$ cat src/rtl/alu_seq_pkg.sv
// alu_seq_pkg: opcode/state enums, flag bit positions and flag packing helper for alu_seq
package alu_seq_pkg;

    typedef enum logic [2:0] {
        OP_PASS = 3'b000,
        OP_ADD  = 3'b001,
        OP_SUB  = 3'b010,
        OP_NOT  = 3'b011,
        OP_CLR  = 3'b100,
        OP_OR   = 3'b101,
        OP_AND  = 3'b110,
        OP_MUL  = 3'b111
    } alu_op_e;

    typedef enum logic [1:0] {
        IDLE,
        MUL,
        DONE
    } state_e;

    localparam int FLG_Z = 0;
    localparam int FLG_N = 1;
    localparam int FLG_C = 2;
    localparam int FLG_V = 3;

    // Places the four status bits at their fixed positions in the flags word.
    function automatic logic [3:0] mk_flags(input logic v, input logic c, input logic n, input logic z);
        logic [3:0] f;
        f        = '0;
        f[FLG_V] = v;
        f[FLG_C] = c;
        f[FLG_N] = n;
        f[FLG_Z] = z;
        return f;
    endfunction

endpackage

$ cat src/rtl/alu_seq_mul.sv
// alu_seq_mul: iterative shift-add unsigned multiplier, one multiplier bit per cycle
module alu_seq_mul #(
    parameter int WIDTH = 16,
    parameter int CNT_W = $clog2(WIDTH + 1)
) (
    input  logic               clk,
    input  logic               rst,
    input  logic               start,
    input  logic [WIDTH-1:0]   a,
    input  logic [WIDTH-1:0]   b,
    output logic               done,
    output logic [2*WIDTH-1:0] product
);

    logic [2*WIDTH-1:0] prod_q, prod_d, mcand_q, mcand_d;
    logic [WIDTH-1:0]   mplier_q, mplier_d;
    logic [CNT_W-1:0]   cnt_q, cnt_d;
    logic               busy_q, busy_d, done_q, done_d;

    assign done    = done_q;
    assign product = prod_q;

    // Bit 0 is folded in on the start edge, so the last bit lands WIDTH-1 edges later and done pulses right after it.
    always_comb begin
        prod_d   = prod_q;
        mcand_d  = mcand_q;
        mplier_d = mplier_q;
        cnt_d    = cnt_q;
        busy_d   = busy_q;
        done_d   = 1'b0;
        if (start) begin
            prod_d   = b[0] ? {{WIDTH{1'b0}}, a} : '0;
            mcand_d  = {{WIDTH{1'b0}}, a} << 1;
            mplier_d = b >> 1;
            cnt_d    = CNT_W'(1);
            busy_d   = 1'b1;
        end else if (busy_q) begin
            prod_d   = prod_q + (mplier_q[0] ? mcand_q : '0);
            mcand_d  = mcand_q << 1;
            mplier_d = mplier_q >> 1;
            cnt_d    = cnt_q + CNT_W'(1);
            busy_d   = cnt_q != CNT_W'(WIDTH - 1);
            done_d   = cnt_q == CNT_W'(WIDTH - 1);
        end
    end

    // Iteration state; reset abandons any multiply in progress.
    always_ff @(posedge clk) begin
        if (rst) begin
            prod_q   <= '0;
            mcand_q  <= '0;
            mplier_q <= '0;
            cnt_q    <= '0;
            busy_q   <= 1'b0;
            done_q   <= 1'b0;
        end else begin
            prod_q   <= prod_d;
            mcand_q  <= mcand_d;
            mplier_q <= mplier_d;
            cnt_q    <= cnt_d;
            busy_q   <= busy_d;
            done_q   <= done_d;
        end
    end

endmodule

$ cat src/rtl/alu_seq.sv
// alu_seq: handshaked sequential ALU with accumulator operand, registered flags and iterative multiply
module alu_seq
    import alu_seq_pkg::*;
#(
    parameter int  WIDTH = 16,
    localparam int CNT_W = $clog2(WIDTH + 1)
) (
    input  logic             clk,
    input  logic             rst,
    input  logic             in_valid,
    output logic             in_ready,
    input  logic [WIDTH-1:0] a,
    input  logic [WIDTH-1:0] b,
    input  logic [2:0]       alu_sel,
    input  logic             use_acc,
    output logic             out_valid,
    input  logic             out_ready,
    output logic [WIDTH-1:0] alu_out,
    output logic [3:0]       flags
);

    state_e             state_q;
    logic [WIDTH-1:0]   res_q, acc_q, res_d, opa, mul_res;
    logic [3:0]         flg_q, flg_d, mul_flg;
    logic [WIDTH:0]     sum, dif;
    logic [2*WIDTH-1:0] product;
    logic               accept, handoff, mul_done, c, v;
    alu_op_e            op;

    assign op        = alu_op_e'(alu_sel);
    assign out_valid = state_q == DONE;
    assign handoff   = out_valid && out_ready;
    assign in_ready  = (state_q == IDLE) || handoff;
    assign accept    = in_valid && in_ready;
    assign alu_out   = res_q;
    assign flags     = flg_q;

    // A result being handed off this cycle is the value acc is about to take, so forward it.
    assign opa = use_acc ? (handoff ? res_q : acc_q) : a;
    assign sum = {1'b0, opa} + {1'b0, b};
    assign dif = {1'b0, opa} - {1'b0, b};

    assign mul_res = product[WIDTH-1:0];
    assign mul_flg = mk_flags(1'b0, |product[2*WIDTH-1:WIDTH], mul_res[WIDTH-1], mul_res == '0);

    alu_seq_mul #(
        .WIDTH (WIDTH),
        .CNT_W (CNT_W)
    ) u_mul (
        .clk     (clk),
        .rst     (rst),
        .start   (accept && op == OP_MUL),
        .a       (opa),
        .b       (b),
        .done    (mul_done),
        .product (product)
    );

    // Single-cycle result and flags; borrow-free subtract reads as carry set.
    always_comb begin
        res_d = opa;
        c     = 1'b0;
        v     = 1'b0;
        case (op)
            OP_ADD: begin
                res_d = sum[WIDTH-1:0];
                c     = sum[WIDTH];
                v     = (opa[WIDTH-1] == b[WIDTH-1]) && (sum[WIDTH-1] != opa[WIDTH-1]);
            end
            OP_SUB: begin
                res_d = dif[WIDTH-1:0];
                c     = ~dif[WIDTH];
                v     = (opa[WIDTH-1] != b[WIDTH-1]) && (dif[WIDTH-1] != opa[WIDTH-1]);
            end
            OP_NOT:  res_d = ~opa;
            OP_CLR:  res_d = '0;
            OP_OR:   res_d = opa | b;
            OP_AND:  res_d = opa & b;
            default: res_d = opa;
        endcase
        flg_d = mk_flags(v, c, res_d[WIDTH-1], res_d == '0);
    end

    // Control FSM with registered result, flags and accumulator; acc moves only on an output handshake.
    always_ff @(posedge clk) begin
        if (rst) begin
            state_q <= IDLE;
            res_q   <= '0;
            flg_q   <= '0;
            acc_q   <= '0;
        end else begin
            case (state_q)
                IDLE, DONE: begin
                    if (handoff)
                        acc_q <= res_q;
                    if (accept) begin
                        if (op == OP_MUL) begin
                            state_q <= MUL;
                        end else begin
                            state_q <= DONE;
                            res_q   <= res_d;
                            flg_q   <= flg_d;
                        end
                    end else if (handoff) begin
                        state_q <= IDLE;
                    end
                end
                MUL: begin
                    if (mul_done) begin
                        state_q <= DONE;
                        res_q   <= mul_res;
                        flg_q   <= mul_flg;
                    end
                end
                default: state_q <= IDLE;
            endcase
        end
    end

endmodule

$ cat config.mk
export PLATFORM = sky130hd
export DESIGN_NAME = alu_seq
export DESIGN_NICKNAME = d
export VERILOG_FILES = /design/src/rtl/alu_seq_pkg.sv /design/src/rtl/alu_seq_mul.sv /design/src/rtl/alu_seq.sv
export SDC_FILE = /design/constraint.sdc
export NUM_CORES = 1
export LEC_CHECK = 0
export ABC_AREA = 1
export CAP_MARGIN = 15
export CELL_PAD_IN_SITES_DETAIL_PLACEMENT = 0
export CELL_PAD_IN_SITES_GLOBAL_PLACEMENT = 1
export CORE_MARGIN = 2
export CORE_UTILIZATION = 47
export CTS_BUF_LIST = sky130_fd_sc_hd__clkbuf_8
export CTS_CLUSTER_SIZE = 10
export DETAILED_ROUTE_END_ITERATION = 7
export PLACE_DENSITY = 0.95
export SYNTH_ARGS = -nofsm -noshare
export SYNTH_HDL_FRONTEND = slang
export SYNTH_SLANG_ARGS = --single-unit
$ cat constraint.sdc
create_clock -name clk -period 6.5 [get_ports clk]
set_clock_uncertainty 0.2 [all_clocks]
set_input_delay 1.625 -clock clk [delete_from_list [all_inputs] [get_ports clk]]
set_output_delay 1.625 -clock clk [all_outputs]
set_load 0.01 [all_outputs]
==> results of run 1 <==
## through the flow
step	cells	power, mW	hold WS, ns	worst slack (ns)	util [%]
finish	2009	2.13	0.264	1.15	52.8
global route	2009	2.24	0.281	0.885	52.8
CTS	2009	2.12	0.264	1.37	52.8
detailed placement	1978	1.38	0.252	0.910	50.7
global placement	1978	1.37	0.248	0.921	50.7
floorplan	1694	1.19	0.241	2.32	-
## critical path, stage by stage
cell	delay (ns)
clkdlybuf4s50_1	0.72
nand3_4	0.32
o21ai_0	0.32
nand2_1	0.08
nand2_1	0.24
inv_1	0.14
ha_1	0.44
nand2_1	0.16
nor2_1	0.37
nand3_1	0.24
nand3_1	0.14
nand2_1	0.06
nand3_1	0.07
nand3_1	0.10
nand2_1	0.14
nand3_1	0.09
nor2_1	0.11
nand2_1	0.07
a21oi_2	0.10
## power breakdown
part,leakage [nW],switching [mW],internal [mW]
Clock,0.218,0.323,0.430
Sequential,0.989,0.0302,0.776
Combinational,4.47,0.375,0.193
## worst max path at each step
stage,from,slack [ns],to,cells after the start
3_3_place_gp,out_ready,0.92,flags[0]$_SDFFE_PP0P_,19
6_report,out_ready,1.15,flags[0]$_SDFFE_PP0P_,19
5_1_grt,out_ready,0.89,flags[0]$_SDFFE_PP0P_,19
3_5_place_dp,out_ready,0.91,flags[0]$_SDFFE_PP0P_,19
4_1_cts,out_ready,1.37,flags[0]$_SDFFE_PP0P_,19
2_1_floorplan,out_ready,2.32,flags[0]$_SDFFE_PP0P_,23
## flip-flops by register name (all words and copies together), names as in the netlist, 2 cells and up
register,flops
alu_out,15
u_mul.mplier_q,15
flags,4
u_mul.cnt_q,5
state_q,2
u_mul.product,32
u_mul.mcand_q,31
acc_q,16
## kinds of logic after synthesis
group                    after synthesis  synth area share, %
AND/OR/NAND/NOR                      801                 33.1
buffers and inverters                338                 13.1
XOR/XNOR                               8                0.684
adder cells (fa/ha/maj)               86                 10.7
flip-flops                           122                 23.8
AO/OA/AOI/OAI                        339                 18.5
## metal layers
metal / part of all wire, % / global-route usage [%] / vias up
met2: 43 / 46.2 / 444
met3: 8.4 / 6.29 / 58
li1: - / - / 5522
met5: 0 / 0 / -
met1: 45 / 40.2 / 4989
met4: 3.0 / 10.3 / 0
## layout make-up
cell class / instances / area (µm²) / area share, %
Tap cell: 280 / 350 / 3.07
Clock buffer: 22 / 303 / 2.65
Timing Repair Buffer: 73 / 696 / 6.10
Multi-Input combinational cell: 1234 / 6470 / 56.7
Inverter: 269 / 1010 / 8.87
Clock inverter: 9 / 136 / 1.20
Sequential cell: 122 / 2440 / 21.4
## placed cells by master, fill, tap and decap left out, drive strengths merged, types with 4 or more instances in the layout
cell	n
nor4	9
nor3	12
o211ai	14
a21oi	152
nand4	26
clkdlybuf4s50	60
o221ai	12
a31oi	18
ha	83
clkbuf	22
o22ai	17
nor2	122
nand2	494
inv	268
o21bai	9
o21a	4
buf	13
xor2	6
or2	10
o21ai	103
dfxtp	122
clkinv	5
nand3	119
==> flow_metrics.env, run 1 <==
export IMPL_status="complete, no violations"
export IMPL_synth_seq_area_share_pct=23.8
export IMPL_fin_tns_setup_ns=0
export IMPL_finalHoldViolCount=0
export IMPL_r2r_end="flags[0]$_SDFFE_PP0P_"
export IMPL_die_x_um=152
export IMPL_finalCriticalPeriod_ns=5.35
export IMPL_drive_gt1_share_pct=4.92
export IMPL_yosysUniqueCellTypes=47
export IMPL_ant_nets=0
export IMPL_numPortBuffers=61
export IMPL_critPathCaptureType="flip-flop"
export IMPL_area_growth_pct=11.3
export IMPL_cts_buffer_depth=2
export IMPL_worstSetupPathType="input pin to flip-flop"
export IMPL_holdPathEnd="u_mul.cnt_q[4]$_SDFFE_PP0P_"
export IMPL_viasPerCell=5.48
export IMPL_fillers=2251
export IMPL_rsz0062_at_grt="no"
export IMPL_crit_fanout=24
export IMPL_min_period_over_period_pct=82.3
export IMPL_synth_warnings=0
export IMPL_syn_nets=1820
export IMPL_reg2reg_depth=18
export IMPL_start_util_pct=47.4
export IMPL_grt_total_usage_pct=29.5
export IMPL_synth_flop_cell="dfxtp_1"
export IMPL_clock_fmax_ghz=0.187
export IMPL_stdcell_area_um2=11400
export IMPL_first_global_vias=10103
export IMPL_reg2reg_setup_slack_ns=2.42
export IMPL_clkLatencyLatePin_ns=0.46
export IMPL_io_pin_count=62
export IMPL_startpoint_type="input pin"
export IMPL_ir_drop_mv=0.141
export IMPL_netlist_area_um2=10200
export IMPL_vias=11013
export IMPL_rows=54
export IMPL_drtIter0Drc=1068
export IMPL_yosysTopAreaCell="dfxtp_1"
export IMPL_cp_required_ns=6.70
export IMPL_wl_per_cell_um=16.6
export IMPL_cellLeakagePower_nw=5.68
export IMPL_grt_max_degree=60
export IMPL_rr_startpoint="state_q[1]$_SDFFE_PP0P_"
export IMPL_cts_buffers_inserted=17
export IMPL_dpl_cell_area_um2=11000
export IMPL_htree_num_levels=4
export IMPL_nNetsFinal=1843
export IMPL_core_um2=21600
export IMPL_clk_pin_slew_worst_paths_ns=0.08
export IMPL_max_slew_margin_pct=35.7
export IMPL_cts_tree="built"
export IMPL_syn_area_per_cell_um2=6.05
export IMPL_diodes=0
export IMPL_slew_violations=0
export IMPL_fp_dieH_um=152
export IMPL_whs_path_depth=2
export IMPL_cap_violations=0
export IMPL_synth_area_leaders="dfxtp_1, nand2_1, ha_1, inv_1, a21oi_1"
export IMPL_cts_sinks=122
export IMPL_dr_pass1_iters=5
export IMPL_tightest_slew_ns=0.963
export IMPL_postCtsSetupRepairBufs=0
export IMPL_cts_resized=0
export IMPL_hp_start="u_mul.cnt_q[4]$_SDFFE_PP0P_"
export IMPL_dp_hpwl_mm=25.4
export IMPL_arrival_ns=5.54
export IMPL_synthDominantCellAreaShare_pct=23.8
export IMPL_grt_ovfl_total=0
export IMPL_p_per_area_nw_per_um2=186
export IMPL_netlist_top_cells_count="nand2_1, inv_1, a21oi_1, dfxtp_1, nor2_1"
export IMPL_synth_edf_count=0
export IMPL_gp_congestion=0.993
export IMPL_min_path_type="flip-flop to flip-flop"
export IMPL_ctsHoldBuffers=0
export IMPL_die_area_um2=23000
export IMPL_yosysMostFrequentCell="nand2_1"
export IMPL_final_setup_viol_count=0
export IMPL_clockRootBuffer="clkbuf_8"
export IMPL_wl_mm=33.3
export IMPL_grt_pass1_wl_mm=52.9
export IMPL_antenna_found_initial=0
export IMPL_synth_seq_cells=122
export IMPL_async_flop_share_pct=0
export IMPL_syn_inst=1694
export IMPL_drt_drc_violations_left=0
Note: power is estimated with default switching activity, not from simulation.
==> run 2: changes to the inputs <==
--- a/config.mk
+++ b/config.mk
@@ -10,11 +10,11 @@
 export CELL_PAD_IN_SITES_DETAIL_PLACEMENT = 0
 export CELL_PAD_IN_SITES_GLOBAL_PLACEMENT = 1
 export CORE_MARGIN = 2
-export CORE_UTILIZATION = 47
+export CORE_UTILIZATION = 40
 export CTS_BUF_LIST = sky130_fd_sc_hd__clkbuf_8
 export CTS_CLUSTER_SIZE = 10
 export DETAILED_ROUTE_END_ITERATION = 7
-export PLACE_DENSITY = 0.95
+export PLACE_DENSITY = 0.9
 export SYNTH_ARGS = -nofsm -noshare
 export SYNTH_HDL_FRONTEND = slang
 export SYNTH_SLANG_ARGS = --single-unit
==> constraint.sdc (replaced) <==
create_clock -name clk -period 4.8 [get_ports clk]
set_clock_uncertainty 0.2 [all_clocks]
set_input_delay 1.2 -clock clk [delete_from_list [all_inputs] [get_ports clk]]
set_output_delay 1.2 -clock clk [all_outputs]
set_load 0.01 [all_outputs]
==> flow_metrics.env, run 2 (synthesis gave the netlist of run 1 again) <==
export IMPL_status="finished with violations"
export IMPL_violations="DRC"
export IMPL_largest_reg_flops=32
export IMPL_wl_per_cell_um=16.8
export IMPL_dr_pass1_iters=8
export IMPL_die_area_um2=26900
export IMPL_clock_fmax_ghz=0.226
export IMPL_dp_hpwl_mm=27.4
export IMPL_cts_sinks=122
export IMPL_final_cell_mix="nand2_1, inv_1, a21oi_1, dfxtp_1, nor2_1"
export IMPL_cts_resized=0
export IMPL_min_path_type="flip-flop to flip-flop"
export IMPL_max_slew_margin_pct=39.6
export IMPL_diodes=0
export IMPL_cellLeakagePower_nw=5.79
export IMPL_rows=58
export IMPL_fin_tns_setup_ns=0
export IMPL_startpoint_type="input pin"
export IMPL_preCtsSetupSlack_ns=0.0655
export IMPL_dpl_cell_area_um2=11200
export IMPL_antenna_found_initial=0
export IMPL_grt_total_usage_pct=26.1
export IMPL_slew_violations=0
export IMPL_whs_ns=0.267
export IMPL_wl_mm=35.1
export IMPL_setup_slack_ns=0.366
export IMPL_crit_fanout=23
export IMPL_clkLatencyLatePin_ns=0.45
export IMPL_critPathCaptureType="flip-flop"
export IMPL_ir_drop_mv=0.127
export IMPL_finalCriticalPeriod_ns=4.43
export IMPL_ant_nets=0
export IMPL_htree_num_levels=4
export IMPL_whs_path_depth=2
export IMPL_start_util_pct=40.7
export IMPL_drt_drc_violations_left=9
export IMPL_cp_required_ns=4.89
export IMPL_cts_tree="built"
export IMPL_cts_buffers_inserted=17
export IMPL_nNetsFinal=1867
export IMPL_drive_gt1_share_pct=5.99
export IMPL_clk_pin_slew_worst_paths_ns=0.07
export IMPL_die_x_um=164
export IMPL_layout_commonest_cell="nand2_1"
export IMPL_first_global_vias=10017
export IMPL_postLayoutCoreUtil_pct=46.1
export IMPL_io_pin_count=62
export IMPL_min_period_over_period_pct=92.4
export IMPL_stdcell_area_um2=11600
export IMPL_ctsHoldBuffers=0
export IMPL_core_um2=25200
export IMPL_rsz0062_at_grt="no"
export IMPL_area_growth_pct=13.3
export IMPL_gp_congestion=0.961
export IMPL_postCtsSetupRepairBufs=0
export IMPL_numPortBuffers=61
export IMPL_final_setup_viol_count=0
export IMPL_clockRootBuffer="clkbuf_8"
export IMPL_grt_pass1_wl_mm=54.5
export IMPL_reg2reg_depth=19
export IMPL_grt_ovfl_total=0
export IMPL_tightest_slew_ns=0.900
export IMPL_p_per_area_nw_per_um2=243
export IMPL_grt_max_degree=59
export IMPL_vias=11160
export IMPL_arrival_ns=4.52
export IMPL_cts_buffer_depth=2
export IMPL_fp_dieH_um=164
export IMPL_drtIter0Drc=1063
export IMPL_cap_violations=0
export IMPL_finalHoldViolCount=0
export IMPL_viasPerCell=5.36
export IMPL_worstSetupPathType="input pin to flip-flop"
-- run 2: cell count changes in the layout (fill, tap and decap cells not counted) --
cell	previous run	this run
inv_6	1	0
clkinv_2	1	5
clkinvlp_4	2	1
inv_1	261	265
clkinv_4	2	0
buf_12	0	1
clkbuf_8	22	18
buf_4	12	35
-- run 2: critical path, stage by stage --
cell and delay (ns):
clkdlybuf4s50_1 0.53, nand3_4 0.10, buf_12 0.19, o21ai_0 0.26, nand2_1 0.08, nand2_1 0.11, inv_1 0.13, ha_1 0.50
nand2_1 0.16, nor2_1 0.26, and2_1 0.16, nand2_1 0.10, nand2_1 0.08, nand2_1 0.04, nand3_1 0.09, nand3_1 0.14
nand2_1 0.12, nand2_1 0.07, o211ai_1 0.10, a21oi_1 0.09
-- run 2: worst paths after layout --
kind                            from                  endpoint  slack, ns
max                        out_ready  alu_out[13]$_SDFFE_PP0P_       0.37
min            acc_q[4]$_SDFFE_PP0N_     acc_q[4]$_SDFFE_PP0N_       0.27
max reg2reg  state_q[1]$_SDFFE_PP0P_  alu_out[13]$_SDFFE_PP0P_       1.00
min reg2reg    acc_q[4]$_SDFFE_PP0N_     acc_q[4]$_SDFFE_PP0N_       0.27
-- run 2: stage by stage --
step / cells / total power, mW
after floorplan: 1694 / 1.62
after CTS: 2083 / 2.82
after detailed placement: 2052 / 1.90
final: 2083 / 2.82
after global placement: 2052 / 1.90
after global routing: 2083 / 2.96
-- run 2: layer usage --
layer / track usage [%] / part of all wire [%] / vias up
li1: - / - / 5582
met1: 35.1 / 45 / 5117
met2: 42.0 / 44 / 401
met3: 4.19 / 7.3 / 60
met4: 9.69 / 3.2 / 0
met5: 0 / 0 / -
-- run 2: where the power goes --
| group | switching [mW] | internal (mW) |
|---|---|---|
| combinational | 0.526 | 0.282 |
| sequential | 0.0417 | 1.05 |
| clock | 0.405 | 0.511 |
| total | 0.972 | 1.84 |
-- run 2: final cells by class --
cell class | count | area (µm²)
flip-flops and latches | 122 | 2440
fillers | 2648 | 13600
multi-input cells | 1234 | 6470
repair buffers | 97 | 888
clock buffers | 18 | 248
inverters | 269 | 1010
clock inverters | 13 | 138
well taps | 330 | 413
==> run 3: changes to the inputs <==
--- a/config.mk
+++ b/config.mk
@@ -14,7 +14,9 @@
 export CTS_BUF_LIST = sky130_fd_sc_hd__clkbuf_8
 export CTS_CLUSTER_SIZE = 10
 export DETAILED_ROUTE_END_ITERATION = 7
+export GPL_ROUTABILITY_DRIVEN = 0
 export PLACE_DENSITY = 0.9
+export SKIP_CTS_REPAIR_TIMING = 1
 export SYNTH_ARGS = -nofsm -noshare
 export SYNTH_HDL_FRONTEND = slang
 export SYNTH_SLANG_ARGS = --single-unit
==> flow_metrics.env, run 3 (synthesis gave the netlist of run 1 again) <==
export IMPL_cp_required_ns=4.99
export IMPL_grtUsageMet1_pct=34.7
export IMPL_grt_max_degree=59
export IMPL_grt_ovfl_total=0
export IMPL_dpl_cell_area_um2=11200
export IMPL_critPathCaptureType="flip-flop"
export IMPL_startpoint_type="input pin"
export IMPL_power_share_clock_pct=33.0
export IMPL_p_int_mw=1.84
export IMPL_wl_per_cell_um=16.7
export IMPL_antenna_found_initial=0
export IMPL_numPortBuffers=61
export IMPL_clk_pin_slew_worst_paths_ns=0.07
export IMPL_cts_sinks=122
export IMPL_nNetsFinal=1865
export IMPL_drive_gt1_share_pct=5.94
export IMPL_cellLeakagePower_nw=5.78
export IMPL_fp_dieH_um=164
export IMPL_die_area_um2=26900
export IMPL_clockRootBuffer="clkbuf_8"
export IMPL_cap_violations=0
export IMPL_p_per_area_nw_per_um2=243
export IMPL_drtIter0Drc=989
export IMPL_clkLatencyLatePin_ns=0.45
export IMPL_cts_tree="built"
export IMPL_min_path_type="flip-flop to flip-flop"
export IMPL_worstSetupPathType="input pin to flip-flop"
export IMPL_status="complete, no violations"
export IMPL_ir_drop_mv=0.121
export IMPL_grtUsageMet3_pct=3.64
export IMPL_core_um2=25200
export IMPL_final_cell_mix="nand2_1, inv_1, a21oi_1, dfxtp_1, nor2_1"
export IMPL_rsz0062_at_grt="no"
export IMPL_arrival_ns=4.47
export IMPL_cts_buffer_depth=2
export IMPL_finalCriticalPeriod_ns=4.29
export IMPL_area_growth_pct=13.3
export IMPL_diodes=0
export IMPL_largest_reg_flops=32
export IMPL_min_period_over_period_pct=89.3
export IMPL_io_pin_count=62
export IMPL_rows=58
export IMPL_finalHoldViolCount=0
export IMPL_cts_buffers_inserted=17
export IMPL_tightest_slew_ns=0.900
export IMPL_fillers=2695
export IMPL_ant_nets=0
export IMPL_busiest_layer="met2"
export IMPL_setup_slack_ns=0.513
export IMPL_final_setup_viol_count=0
export IMPL_fin_tns_setup_ns=0
export IMPL_preCtsSetupSlack_ns=0.133
export IMPL_dr_pass1_iters=8
export IMPL_wl_mm=34.8
export IMPL_whs_ns=0.263
export IMPL_vias=11180
export IMPL_grt_total_usage_pct=25.9
export IMPL_pwr_share_seq_pct=38.6
export IMPL_viasPerCell=5.37
export IMPL_p_comb_share_pct=28.4
export IMPL_start_util_pct=40.7
export IMPL_slew_violations=0
export IMPL_clock_fmax_ghz=0.233
export IMPL_met2_usage_pct=42.1
export IMPL_htree_num_levels=4
export IMPL_grt_pass1_wl_mm=54.9
export IMPL_sw_frac_of_total_pct=35.1
export IMPL_layout_commonest_cell="nand2_1"
export IMPL_dp_hpwl_mm=26.8
export IMPL_max_slew_margin_pct=39.6
export IMPL_stdcell_area_um2=11600
export IMPL_switchingPower_mw=0.991
export IMPL_postLayoutCoreUtil_pct=46.1
export IMPL_die_x_um=164
export IMPL_drt_drc_violations_left=0
export IMPL_first_global_vias=10500
export IMPL_crit_fanout=21
## run 3: cell count changes in the layout (fill, tap and decap cells not counted)
cell        previous run  this run
buf_12                 1         2
buf_4                 35        32
bufinv_16              3         2
clkbuf_8              18        21
clkinv_2               5         3
clkinvlp_4             1         2
inv_1                265       264
## run 3: worst paths after layout
check / slack [ns] / start / to / depth (start not counted)
worst max-delay path: 0.51 / out_ready / flags[0]$_SDFFE_PP0P_ / 21
worst min-delay path: 0.26 / u_mul.mplier_q[14]$_SDFFE_PP0N_ / u_mul.mplier_q[14]$_SDFFE_PP0N_ / 2
worst max register to register: 1.15 / state_q[1]$_SDFFE_PP0P_ / flags[0]$_SDFFE_PP0P_ / 20
worst min register to register: 0.26 / u_mul.mplier_q[14]$_SDFFE_PP0N_ / u_mul.mplier_q[14]$_SDFFE_PP0N_ / 2
## run 3: per-layer routing
metal  part of all wire (%)  routed length (µm)  vias up
met1                     45               15800     5139
met5                      0                   0        -
met3                    6.8                2380       69
met4                    3.5                1230        0
met2                     44               15400      405
li1                       -                   -     5567
## run 3: power by group through the flow
stage / clock network (mW) / logic (mW) / registers, mW
2_1_floorplan: 0 / 0.515 / 1.10
3_3_place_gp: 0 / 0.783 / 1.11
3_5_place_dp: 0 / 0.787 / 1.11
4_1_cts: 0.940 / 0.791 / 1.09
5_1_grt: 0.985 / 0.887 / 1.09
6_report: 0.934 / 0.803 / 1.09
## run 3: layout make-up
type	count	area (µm²)	share of cell area [%]
tap	330	413	3.56
clock buffer	21	289	2.49
clock inverter	10	101	0.873
sequential	122	2440	21.0
timing repair buffer	95	886	7.63
multi-input combinational	1234	6470	55.7
inverter	269	1010	8.72
## run 3: through the flow
step / std cells / power (mW)
6_report: 2081 / 2.83
5_1_grt: 2081 / 2.96
4_1_cts: 2081 / 2.82
3_5_place_dp: 2050 / 1.90
3_3_place_gp: 2050 / 1.89
2_1_floorplan: 1694 / 1.62
## run 3: worst max-delay path, stage by stage
cell and delay (ns):
clkdlybuf4s50_1 0.54, nand3_4 0.12, buf_12 0.19, o21ai_1 0.17
nand2_1 0.09, o21ai_2 0.12, inv_1 0.12, ha_1 0.49
nand2_1 0.11, nor2_1 0.23, and2_1 0.16, nand2_1 0.12
nand2_1 0.09, nand2_1 0.06, nand3_1 0.09, nand3_1 0.12
nand2_1 0.12, nand2_1 0.06, nor2_1 0.09, nand2_1 0.07
a21oi_2 0.10
